--- src/rtl/node_power_seq.sv ---
// ---------------------------------------------------------------------------
// node_power_seq
//
// Power/reset sequencer for one compute node. Converts the self-awareness
// wake level (activate) and the detector's end-of-task pulse (fin) into a
// clean clock-gater enable and core reset:
//   wake     : clock on, core held in reset for RESET_HOLD_CYCLES, then run
//   shutdown : block new AR/AW requests, drain outstanding AXI traffic
//              (bounded by DRAIN_TIMEOUT), reset the core with the clock
//              still running for two cycles, then gate the clock.
//
// Ports
//   clk          in   node clock (ungated)
//   res_n        in   synchronous active-low reset
//   activate     in   wake request level
//   fin          in   single-cycle end-of-task pulse
//   aw/ar/b/r valid/ready  in  core-side AXI-light handshakes (observed)
//   clk_en       out  enable to the clock gater
//   core_res_n   out  core/detector reset, active-low
//   hold_req     out  suppress core awvalid/arvalid upstream
//   busy         out  high in every state except OFF
//   timeout      out  sticky: a drain was ended by the timeout
//   outstanding  out  outstanding AXI transaction count
// ---------------------------------------------------------------------------
module node_power_seq #(
    parameter int RESET_HOLD_CYCLES = 4,    // 1..255
    parameter int DRAIN_TIMEOUT     = 255,  // 0 disables the drain timeout
    parameter int OUTST_WIDTH       = 4
) (
    input  logic                   clk,
    input  logic                   res_n,
    input  logic                   activate,
    input  logic                   fin,
    input  logic                   awvalid,
    input  logic                   awready,
    input  logic                   arvalid,
    input  logic                   arready,
    input  logic                   bvalid,
    input  logic                   bready,
    input  logic                   rvalid,
    input  logic                   rready,
    output logic                   clk_en,
    output logic                   core_res_n,
    output logic                   hold_req,
    output logic                   busy,
    output logic                   timeout,
    output logic [OUTST_WIDTH-1:0] outstanding
);

    typedef enum logic [2:0] {
        S_OFF,
        S_WAKE,
        S_RUN,
        S_DRAIN,
        S_QUIESCE
    } state_t;

    // One shared cycle counter serves WAKE hold, DRAIN timeout and QUIESCE
    // length; it is zeroed whenever a state is entered.
    localparam int TW = $clog2(DRAIN_TIMEOUT + 1);
    localparam int CW = (TW > 8) ? TW : 8;

    localparam logic [OUTST_WIDTH+1:0] OMAX = {2'b00, {OUTST_WIDTH{1'b1}}};

    state_t          state, state_next;
    logic [CW-1:0]   cnt, cnt_next;
    logic            act_q;
    logic            pend_wake, pend_next;
    logic            wake_edge, act_fall;
    logic            ar_hs, aw_hs, r_hs, b_hs;
    logic            drain_idle;
    logic            drain_expired;
    logic            timeout_hit;
    logic            enter_wake;

    logic [1:0]               inc, dec;
    logic [OUTST_WIDTH+1:0]   up, dec_ext, diff;
    logic [OUTST_WIDTH-1:0]   outst_sat, outst_next;

    // -----------------------------------------------------------------------
    // Event decode
    // -----------------------------------------------------------------------
    assign wake_edge = activate & ~act_q;
    assign act_fall  = ~activate & act_q;

    assign ar_hs = arvalid & arready;
    assign aw_hs = awvalid & awready;
    assign r_hs  = rvalid & rready;
    assign b_hs  = bvalid & bready;

    // A request handshake in the same cycle means the counter is about to
    // rise, so a zero count alone is not enough to leave DRAIN.
    assign drain_idle = (outstanding == '0) && !ar_hs && !aw_hs;

    if (DRAIN_TIMEOUT > 0) begin : g_timeout
        assign drain_expired = (cnt == CW'(DRAIN_TIMEOUT - 1));
    end else begin : g_no_timeout
        assign drain_expired = 1'b0;
    end

    // -----------------------------------------------------------------------
    // Next-state logic
    // -----------------------------------------------------------------------
    always_comb begin
        state_next  = state;
        cnt_next    = cnt + 1'b1;
        pend_next   = pend_wake;
        timeout_hit = 1'b0;

        case (state)
            S_OFF: begin
                cnt_next = '0;
                if (wake_edge || pend_wake) begin
                    state_next = S_WAKE;
                    pend_next  = 1'b0;
                end
            end

            S_WAKE: begin
                // fin and further wake edges are ignored while in reset hold
                if (cnt == CW'(RESET_HOLD_CYCLES - 1)) begin
                    state_next = S_RUN;
                    cnt_next   = '0;
                end
            end

            S_RUN: begin
                cnt_next = '0;
                if (fin || act_fall)
                    state_next = S_DRAIN;
            end

            S_DRAIN: begin
                if (wake_edge)
                    pend_next = 1'b1;
                // A clean drain wins over a coincident timeout.
                if (drain_idle) begin
                    state_next = S_QUIESCE;
                    cnt_next   = '0;
                end else if (drain_expired) begin
                    state_next  = S_QUIESCE;
                    cnt_next    = '0;
                    timeout_hit = 1'b1;
                end
            end

            S_QUIESCE: begin
                if (wake_edge)
                    pend_next = 1'b1;
                if (cnt == CW'(1)) begin
                    state_next = S_OFF;
                    cnt_next   = '0;
                end
            end

            default: begin
                state_next = S_OFF;
                cnt_next   = '0;
            end
        endcase
    end

    assign enter_wake = (state == S_OFF) && (state_next == S_WAKE);

    // -----------------------------------------------------------------------
    // Outstanding counter: net -2..+2 per cycle, saturating at both ends.
    // Computed two bits wider so neither overflow nor underflow wraps.
    // -----------------------------------------------------------------------
    always_comb begin
        inc     = {1'b0, ar_hs} + {1'b0, aw_hs};
        dec     = {1'b0, r_hs} + {1'b0, b_hs};
        up      = {2'b00, outstanding} + {{OUTST_WIDTH{1'b0}}, inc};
        dec_ext = {{OUTST_WIDTH{1'b0}}, dec};
        diff    = up - dec_ext;

        if (up < dec_ext)
            outst_sat = '0;
        else if (diff > OMAX)
            outst_sat = {OUTST_WIDTH{1'b1}};
        else
            outst_sat = diff[OUTST_WIDTH-1:0];

        // A fresh wake starts from a clean count; a timed-out drain abandons
        // whatever the core still had in flight.
        if (enter_wake || timeout_hit)
            outst_next = '0;
        else
            outst_next = outst_sat;
    end

    // -----------------------------------------------------------------------
    // State and registered outputs. Outputs are decoded from state_next so
    // they change on the same edge as the state itself.
    // -----------------------------------------------------------------------
    always_ff @(posedge clk) begin
        if (!res_n) begin
            state       <= S_OFF;
            cnt         <= '0;
            act_q       <= 1'b0;
            pend_wake   <= 1'b0;
            outstanding <= '0;
            timeout     <= 1'b0;
            clk_en      <= 1'b0;
            core_res_n  <= 1'b0;
            hold_req    <= 1'b0;
            busy        <= 1'b0;
        end else begin
            state       <= state_next;
            cnt         <= cnt_next;
            act_q       <= activate;
            pend_wake   <= pend_next;
            outstanding <= outst_next;
            timeout     <= timeout | timeout_hit;
            clk_en      <= (state_next != S_OFF);
            busy        <= (state_next != S_OFF);
            core_res_n  <= (state_next == S_RUN) || (state_next == S_DRAIN);
            hold_req    <= (state_next == S_DRAIN) || (state_next == S_QUIESCE);
        end
    end

endmodule
--- config.mk ---
export PLATFORM = sky130hd
export DESIGN_NAME = node_power_seq
export DESIGN_NICKNAME = d
export VERILOG_FILES = /design/src/rtl/node_power_seq.sv
export SDC_FILE = /design/constraint.sdc
export NUM_CORES = 1
export LEC_CHECK = 0
export CORE_MARGIN = 10
export CORE_UTILIZATION = 40
export CTS_CLUSTER_SIZE = 30
export DETAILED_ROUTE_END_ITERATION = 8
export PLACE_DENSITY = 0.74
export SLEW_MARGIN = 20
export SYNTH_ARGS = -nofsm -noshare
export SYNTH_HDL_FRONTEND = slang
export SYNTH_SLANG_ARGS = --single-unit
--- constraint.sdc ---
create_clock -name clk -period 2.1 [get_ports clk]
set_input_delay 0.21 -clock clk [delete_from_list [all_inputs] [get_ports clk]]
set_output_delay 0.21 -clock clk [all_outputs]
set_load 0.02 [all_outputs]
# Word-level counts from Yosys, hierarchy flattened
# Cells that the tools add are included.
dict set report word_totals {
  reg_bits 21
  latch_bits 0
  mem_bits_rw 0
  rom_bits 0
  input_bits 12
  output_inout_bits 9
  wordCells 75
  n_memories 0
}
dict set report classes {
  add_sub_neg 5
  mul 0
  n_div 0
  magnitude_cmp 2
  eq_ne 13
  n_shift 0
  mux 19
  bitwise_logic 10
  n_reduce_logical 17
}
# cell n
set op_table {}
lappend op_table {{$mux W8} 4}
lappend op_table {{$pmux W8 S3} 1}
lappend op_table {{$mux W3} 6}
lappend op_table {{$pmux W3 S5} 1}
lappend op_table {{$eq A3 B2 Y1 const B} 4}
lappend op_table {{$add A8 B1 Y8 const B} 1}
lappend op_table {{$eq A8 B1 Y1 const B} 1}
lappend op_table {{$eq A8 B2 Y1 const B} 1}
lappend op_table {{$eq A8 B8 Y1 const B} 1}
lappend op_table {{$and A1 B1 Y1} 6}
lappend op_table {{$eq A3 B1 Y1 const B} 2}
lappend op_table {{$eq A3 B3 Y1 const B} 2}
lappend op_table {{$gt A6 B4 Y1 const B} 1}
lappend op_table {{$sub A5 B2 Y6} 1}
lappend op_table {{$add A4 B2 Y5} 1}
lappend op_table {{$logic_or A1 B1 Y1} 5}
lappend op_table {{$lt A5 B2 Y1} 1}
lappend op_table {{$mux W1} 5}
lappend op_table {{$add A1 B1 Y2} 2}
lappend op_table {{$logic_not A4 Y1} 1}
lappend op_table {{$mux W4} 1}
lappend op_table {{$logic_and A1 B1 Y1} 3}
lappend op_table {{$logic_not A3 Y1} 1}
lappend op_table {{$not A1 Y1} 3}
lappend op_table {{other kinds (10)} 11}

# Longest topological paths before layout
# Gate-level depths: netlist of the first run.
dict set report logic_depth {
  word_depth 10
  ltp_mapped 10
  depth_no_buf 10
}

# Worst setup path before layout of the first run
# No wires, ideal clock.
dict set report synth_timing {
  path_type {reg2reg}
  from {register outstanding[0]}
  to {register outstanding[0]}
  setup_ns 0.070
  arrival_ns 2.339
  required_ns 2.030
  path_slack_ns -0.308
  path_stages_with_launch 11
  n_path_buf 0
  period_less_slack_ns 2.408
  path_cell_list {dfxtp_1 inv_1 fa_1 inv_1 ha_1 fa_1 nor3_1 a31oi_1 o22ai_1 a2bb2oi_1 a21oi_1}
}
dict set report synth_via {
  elab_chain_cells 9
  elab_cells_between_ends 16
  cone_classes {2 x add/sub; 2 x order compare; 1 x eq/ne; 5 x mux; 6 x reduce/logical}
}
# item line_no
set synth_rtl {}
lappend synth_rtl {{from (decl)} 47} ;# output logic [OUTST_WIDTH-1:0] outstanding
lappend synth_rtl {{from (signal assigned)} 212} ;# outstanding <= outst_next;
lappend synth_rtl {{parallel branches: the longest is 9 deep, another holds $sub A5 B2 Y6} --}
# Several ways; the timed one is not identified.
# A chain may end at the register's enable or synchronous reset.

# Worst setup path in the final report of the first run
dict set report layout_timing {
  from {register outstanding[0]}
  to {register outstanding[3]}
}
# Same word-level chain as after synthesis.

==> impl_metrics.toml, run 1 <==
[outcome]
status = "finished, violations left"
failed_checks = "setup timing"

[sta]
worstMarginPinSlew_ps = 488
final-max-slew-violation-count = 0
finalSetupViolations = 5
final.setup.worst_slack_ps = -94.1
finalCritPeriodShare = 1.04
finalClockSkew_ps = 3.51
relSlewSlack = 0.675
hold_viol = 0
fin_crit_ps = 2190
timing.fmax_mhz = 456
rsz0062_at_grt = "true"

[floorplan]
core_area_sq_um = 2760
rows = 19
initial_core_util = 0.422
ioPinCount = 21
die_w_um = 73.9
die_area_sq_um = 5460
fp.dieH_um = 73.9

[critical_path]
worst-path-buf-inv = 3
reg2reg_slack_ps = -90
crit_family = "adder cells"
critPathRequiredTime_ps = 2290
worstPathArrival_ps = 2380
worstReg2RegStart = "outstanding[0]"
endpoint = "outstanding[3]"
r2r-end = "outstanding[3]"
cp_max_fo = 4
path_cells = "inv_2, fa_2, ha_4, inv_2, fa_2, buf_4, nor2_1, a311o_1, a21oi_1"
cpPeakStageDelay_ps = 590
path_depth = 9
critical_path.slowest_cell = "fa_2"
worst-setup-path-type = "register to register"
end_kind = "register"
reg2reg_depth = 9
critPathLaunchType = "register"
worstSetupStartpoint = "outstanding[0]"

[clock_tree]
hold_buffers = 0
h-tree-depth = 1
root_buffer = "clkbuf_4"
cts_sinks = 21
numCtsBuffers = 3
cts_tree = "done"
insertion_delay_ps = 290
clockBufferDepth = 2
path_clk_slew_ps = 110

[yosys]
synth_area_leaders = "dfxtp_1 (36%), ha_1 (7.5%), nor2_1 (4.8%)"
synthFlopType = "dfxtp_1"
synth_area_sq_um = 1160
syn_inst = 132
yosys.cell_count.top_type = "dfxtp_1"
synth_area_per_cell_sq_um = 8.81
ys_seq_area_frac = 0.362
synth_seq_cells = 21
synth_fp_nets = 153
synth_edf_count = 0
yosysTopAreaCell = "dfxtp_1"
synth.distinct_cells = 37
async_flop_share = 0
yosys_warnings = 0
yosysTopAreaCellShare = 0.362
ys_top_cells_by_count = "dfxtp_1 (21), nor2_1 (15), nand2_1 (12), inv_1 (11)"

[global_route]
first_global_vias = 1030
grt-ovfl-total = 0
grt_pass1_wl_um = 4510
grt_max_degree = 13
track_usage = 0.102
antenna_found_initial = 0

[finish]
fill_cells = 236
syn2layout_area_growth_pct = 36.0
stdcell_count = 198
fin_nets = 189
drive_above_1_share = 0.240
antenna_cells = 0

[routing]
firstDrtPassIters = 4
drc = 0
drt_iter0_drc = 24
totalWireLength_um = 2610
ant_nets = 0
vias = 1033
routed_via_density = 5.22
wl_per_cell_um = 13.2

[placement]
portBuffers = 20
place_congestion = 0.876
dp_hpwl_um = 2100
post-place-cells = 193

[hold_path]
hp-class = "primary input to register"

[job]
drv_cap = 0

[pwr]
p_leak_nw = 0.642
p_per_area_nw_per_um2 = 846
fin_total_pwr_mw = 1.34
ir_drop_v = 0.000627
[cell type report]
type	count	area, sq um	area share
Timing Repair Buffer	33	293	0.185
Inverter	11	41.3	0.0261
Clock inverter	1	5.00	0.00317
Multi-Input combinational cell	98	754	0.477
Tap cell	31	38.8	0.0245
Clock buffer	3	22.5	0.0143
Sequential cell	21	425	0.269
[report_power, final]
| group | internal, mW | switching (mW) | total (mW) |
|---|---|---|---|
| Clock | 0.0708 | 0.113 | 0.184 |
| Sequential | 0.444 | 0.0580 | 0.502 |
| Combinational | 0.327 | 0.325 | 0.652 |
[per-stage QoR]
step	hold slack [ps]	utilization	instance area (sq um)	setup TNS [ps]	setup slack, ps
finish	481	0.573	1580	-368	-94.1
global route	484	0.573	1580	-1000	-254
CTS	475	0.561	1550	-543	-144
detailed placement	474	0.543	1500	-2440	-613
global placement	447	0.543	1500	-1970	-494
floorplan	328	-	1180	-257	-68.3
[routing by layer]
metal | vias to the layer above | routed length, um | track usage
met3 | 2 | 174 | 0.0390
met4 | 0 | 14 | 0.0373
li1 | 526 | - | -
met2 | 22 | 1300 | 0.176
met1 | 483 | 1120 | 0.111
met5 | - | 0 | 0
[logic make-up after synthesis]
kind of cell,after synthesis,synth area share
XOR/XNOR,10,0.0753
adder cells (fa/ha/maj),9,0.110
buffers and inverters,13,0.0484
AO/OA/AOI/OAI,25,0.170
flip-flops,21,0.362
AND/OR/NAND/NOR,54,0.235
[sequential cells by signal, summed over array words and instances, names as in the netlist]
signal,count
cnt,8
outstanding,4
state,3
act_q,1
busy,1
core_res_n,1
hold_req,1
pend_wake,1
timeout,1
[worst min path at each step]
stage                     startpoint      end  slack [ps]  cells after the start
after floorplan                res_n  timeout         330                      1
after global placement       timeout  timeout         450                      1
after detailed placement      cnt[0]   cnt[0]         470                      1
after CTS                   activate    act_q         480                      3
after global routing        activate    act_q         480                      3
final                       activate    act_q         480                      3
[placed cells by master, fill, tap and decap left out, drive strengths merged, types with 3 or more instances in the layout]
cell type,n
ha,7
nand2b,5
clkdlybuf4s50,16
dlygate4sd2,4
xnor2,6
clkbuf,3
nand2,12
nor2,15
inv,11
nor3,3
a21oi,6
a31oi,3
xor2,4
dfxtp,21
buf,13
nand3,7
[timing repair]
item	in CTS	in global routing
pin swaps	12	0
setup buffers	1	0
resized for setup	9	6
endpoints found under the setup margin	5	15
[worst register-to-register path, delay by kind of cell (launching register included)]
kind | cells | cell delay [ps]
flip-flops | 1 | 370
buffers and inverters | 3 | 230
AO/OA/AOI/OAI | 2 | 340
adder cells (fa/ha/maj) | 3 | 1070
AND/OR/NAND/NOR | 1 | 80
No activity file was read; power rests on OpenSTA's default activity.
==> run 2: changes to the inputs <==
Settings changed: GPL_TIMING_DRIVEN set to 0, PLACE_DENSITY 0.74 to 0.63.
==> impl_metrics.toml, run 2 (synthesized netlist as in run 1, its figures left out) <==
[critical_path]
worst-path-buf-inv = 3
r2r-end = "outstanding[0]"
critical_path.slowest_cell = "fa_2"
crit_family = "adder cells"
cp_common_cell = "fa_2"
path_depth = 10
endpoint = "outstanding[0]"
critPathLaunchType = "primary input"
path_cells = "clkdlybuf4s50_1, nand2_2, fa_2, ha_4, inv_2, fa_2, buf_4, nor2_1, a311o_1, a21oi_1"
end_kind = "register"
cpPeakStageDelay_ps = 560
worstReg2RegStart = "outstanding[0]"
worstPathArrival_ps = 2440
worstSetupStartpoint = "awready"
cp_max_fo = 4
worst-setup-path-type = "primary input to register"
critPathRequiredTime_ps = 2280
reg2reg_slack_ps = -120
reg2reg_depth = 9

[clock_tree]
path_clk_slew_ps = 120
numCtsBuffers = 3
insertion_delay_ps = 300
hold_buffers = 0
h-tree-depth = 1
cts_sinks = 21
root_buffer = "clkbuf_4"
cts_tree = "done"
clockBufferDepth = 2

[floorplan]
core_area_sq_um = 2760
die_area_sq_um = 5460
initial_core_util = 0.422
ioPinCount = 21
fp.dieH_um = 73.9
rows = 19
die_w_um = 73.9

[finish]
syn2layout_area_growth_pct = 32.1
final_cell_mix = "dfxtp_1 (18), clkdlybuf4s50_1 (18), nor2_1 (15), nand2_1 (10), inv_1 (8)"
stdcell_count = 192
reg.largest.list = "cnt (8), outstanding (4), state (3)"
final_util = 0.557
antenna_cells = 0
largest_reg_flops = 8
fin_nets = 183
postLayoutCellArea_sq_um = 1540
drive_above_1_share = 0.205
top_register = "cnt"

[pwr]
p_per_area_nw_per_um2 = 840
ir_drop_v = 0.000596
p_leak_nw = 0.605
fin_total_pwr_mw = 1.29

[routing]
drt_iter0_drc = 35
firstDrtPassIters = 5
drc = 0
routed_via_density = 5.30
ant_nets = 0
totalWireLength_um = 2600
wl_per_cell_um = 13.6
vias = 1018

[hold_path]
whs_path_depth = 3
worstHoldStart = "activate"
hp-class = "primary input to register"

[sta]
finalSetupViolations = 5
relSlewSlack = 0.722
rsz0062_at_grt = "true"
final-max-slew-violation-count = 0
final.setup.worst_slack_ps = -156
finalClockSkew_ps = 9.75
worstMarginPinSlew_ps = 418
finalCritPeriodShare = 1.07
hold_viol = 0
fin_crit_ps = 2260
timing.fmax_mhz = 443

[job]
drv_cap = 0

[global_route]
grt-ovfl-total = 0
grt_max_degree = 12
first_global_vias = 1042
antenna_found_initial = 0
track_usage = 0.103
grt_pass1_wl_um = 4590

[placement]
place_congestion = 0.912
place_area_sq_um = 1420
dp_hpwl_um = 1970
post-place-cells = 183
portBuffers = 20
pre_cts_ws_ps = -683

[outcome]
failed_checks = "setup timing"
status = "finished, violations left"
==> run 2: how the worst min path moves through the flow <==
stage | slack, ps | end
2_1_floorplan | 330 | timeout
3_3_place_gp | 450 | timeout
3_5_place_dp | 460 | timeout
4_1_cts | 450 | act_q
5_1_grt | 460 | act_q
6_report | 460 | act_q
==> run 2: what timing repair did <==
item,in CTS,in global routing
gates resized for setup,8,6
endpoints found under the setup margin,12,9
pin swaps,13,7
setup buffers,5,0
==> run 2: layout make-up <==
cell class,count,area (sq um)
buffer,2,15.0
clock buffer,4,26.3
multi-input combinational,98,749
inverter,11,41.3
timing repair buffer,25,235
fill,243,1220
sequential,21,429
tap,31,38.8
==> run 2: metrics by stage <==
stage,setup TNS (ps),hold WS [ps]
after floorplan,-257,328
after global placement,-2530,447
after detailed placement,-2730,459
after CTS,-518,453
after global routing,-1250,463
final,-598,458
==> run 2: metal layers <==
layer,GRT usage,share of wire,up-vias
li1,-,-,517
met1,0.112,0.43,476
met2,0.188,0.50,23
met3,0.0377,0.060,2
met4,0.0186,0.0054,0
met5,0,0,-
==> run 2: worst register-to-register path, delay by kind of cell, from the launching register on <==
kind / cells / cell delay [ps]
AOI/OAI and AO/OA: 2 / 340
adders and majority gates: 3 / 1080
buffers and inverters: 3 / 230
DFF: 1 / 360
and+or+nand+nor: 1 / 90
==> run 2: report_power, final <==
part	switching, mW	internal, mW	leakage, nW
Sequential	0.0574	0.442	0.173
Clock	0.121	0.0740	0.0150
Combinational	0.302	0.293	0.417
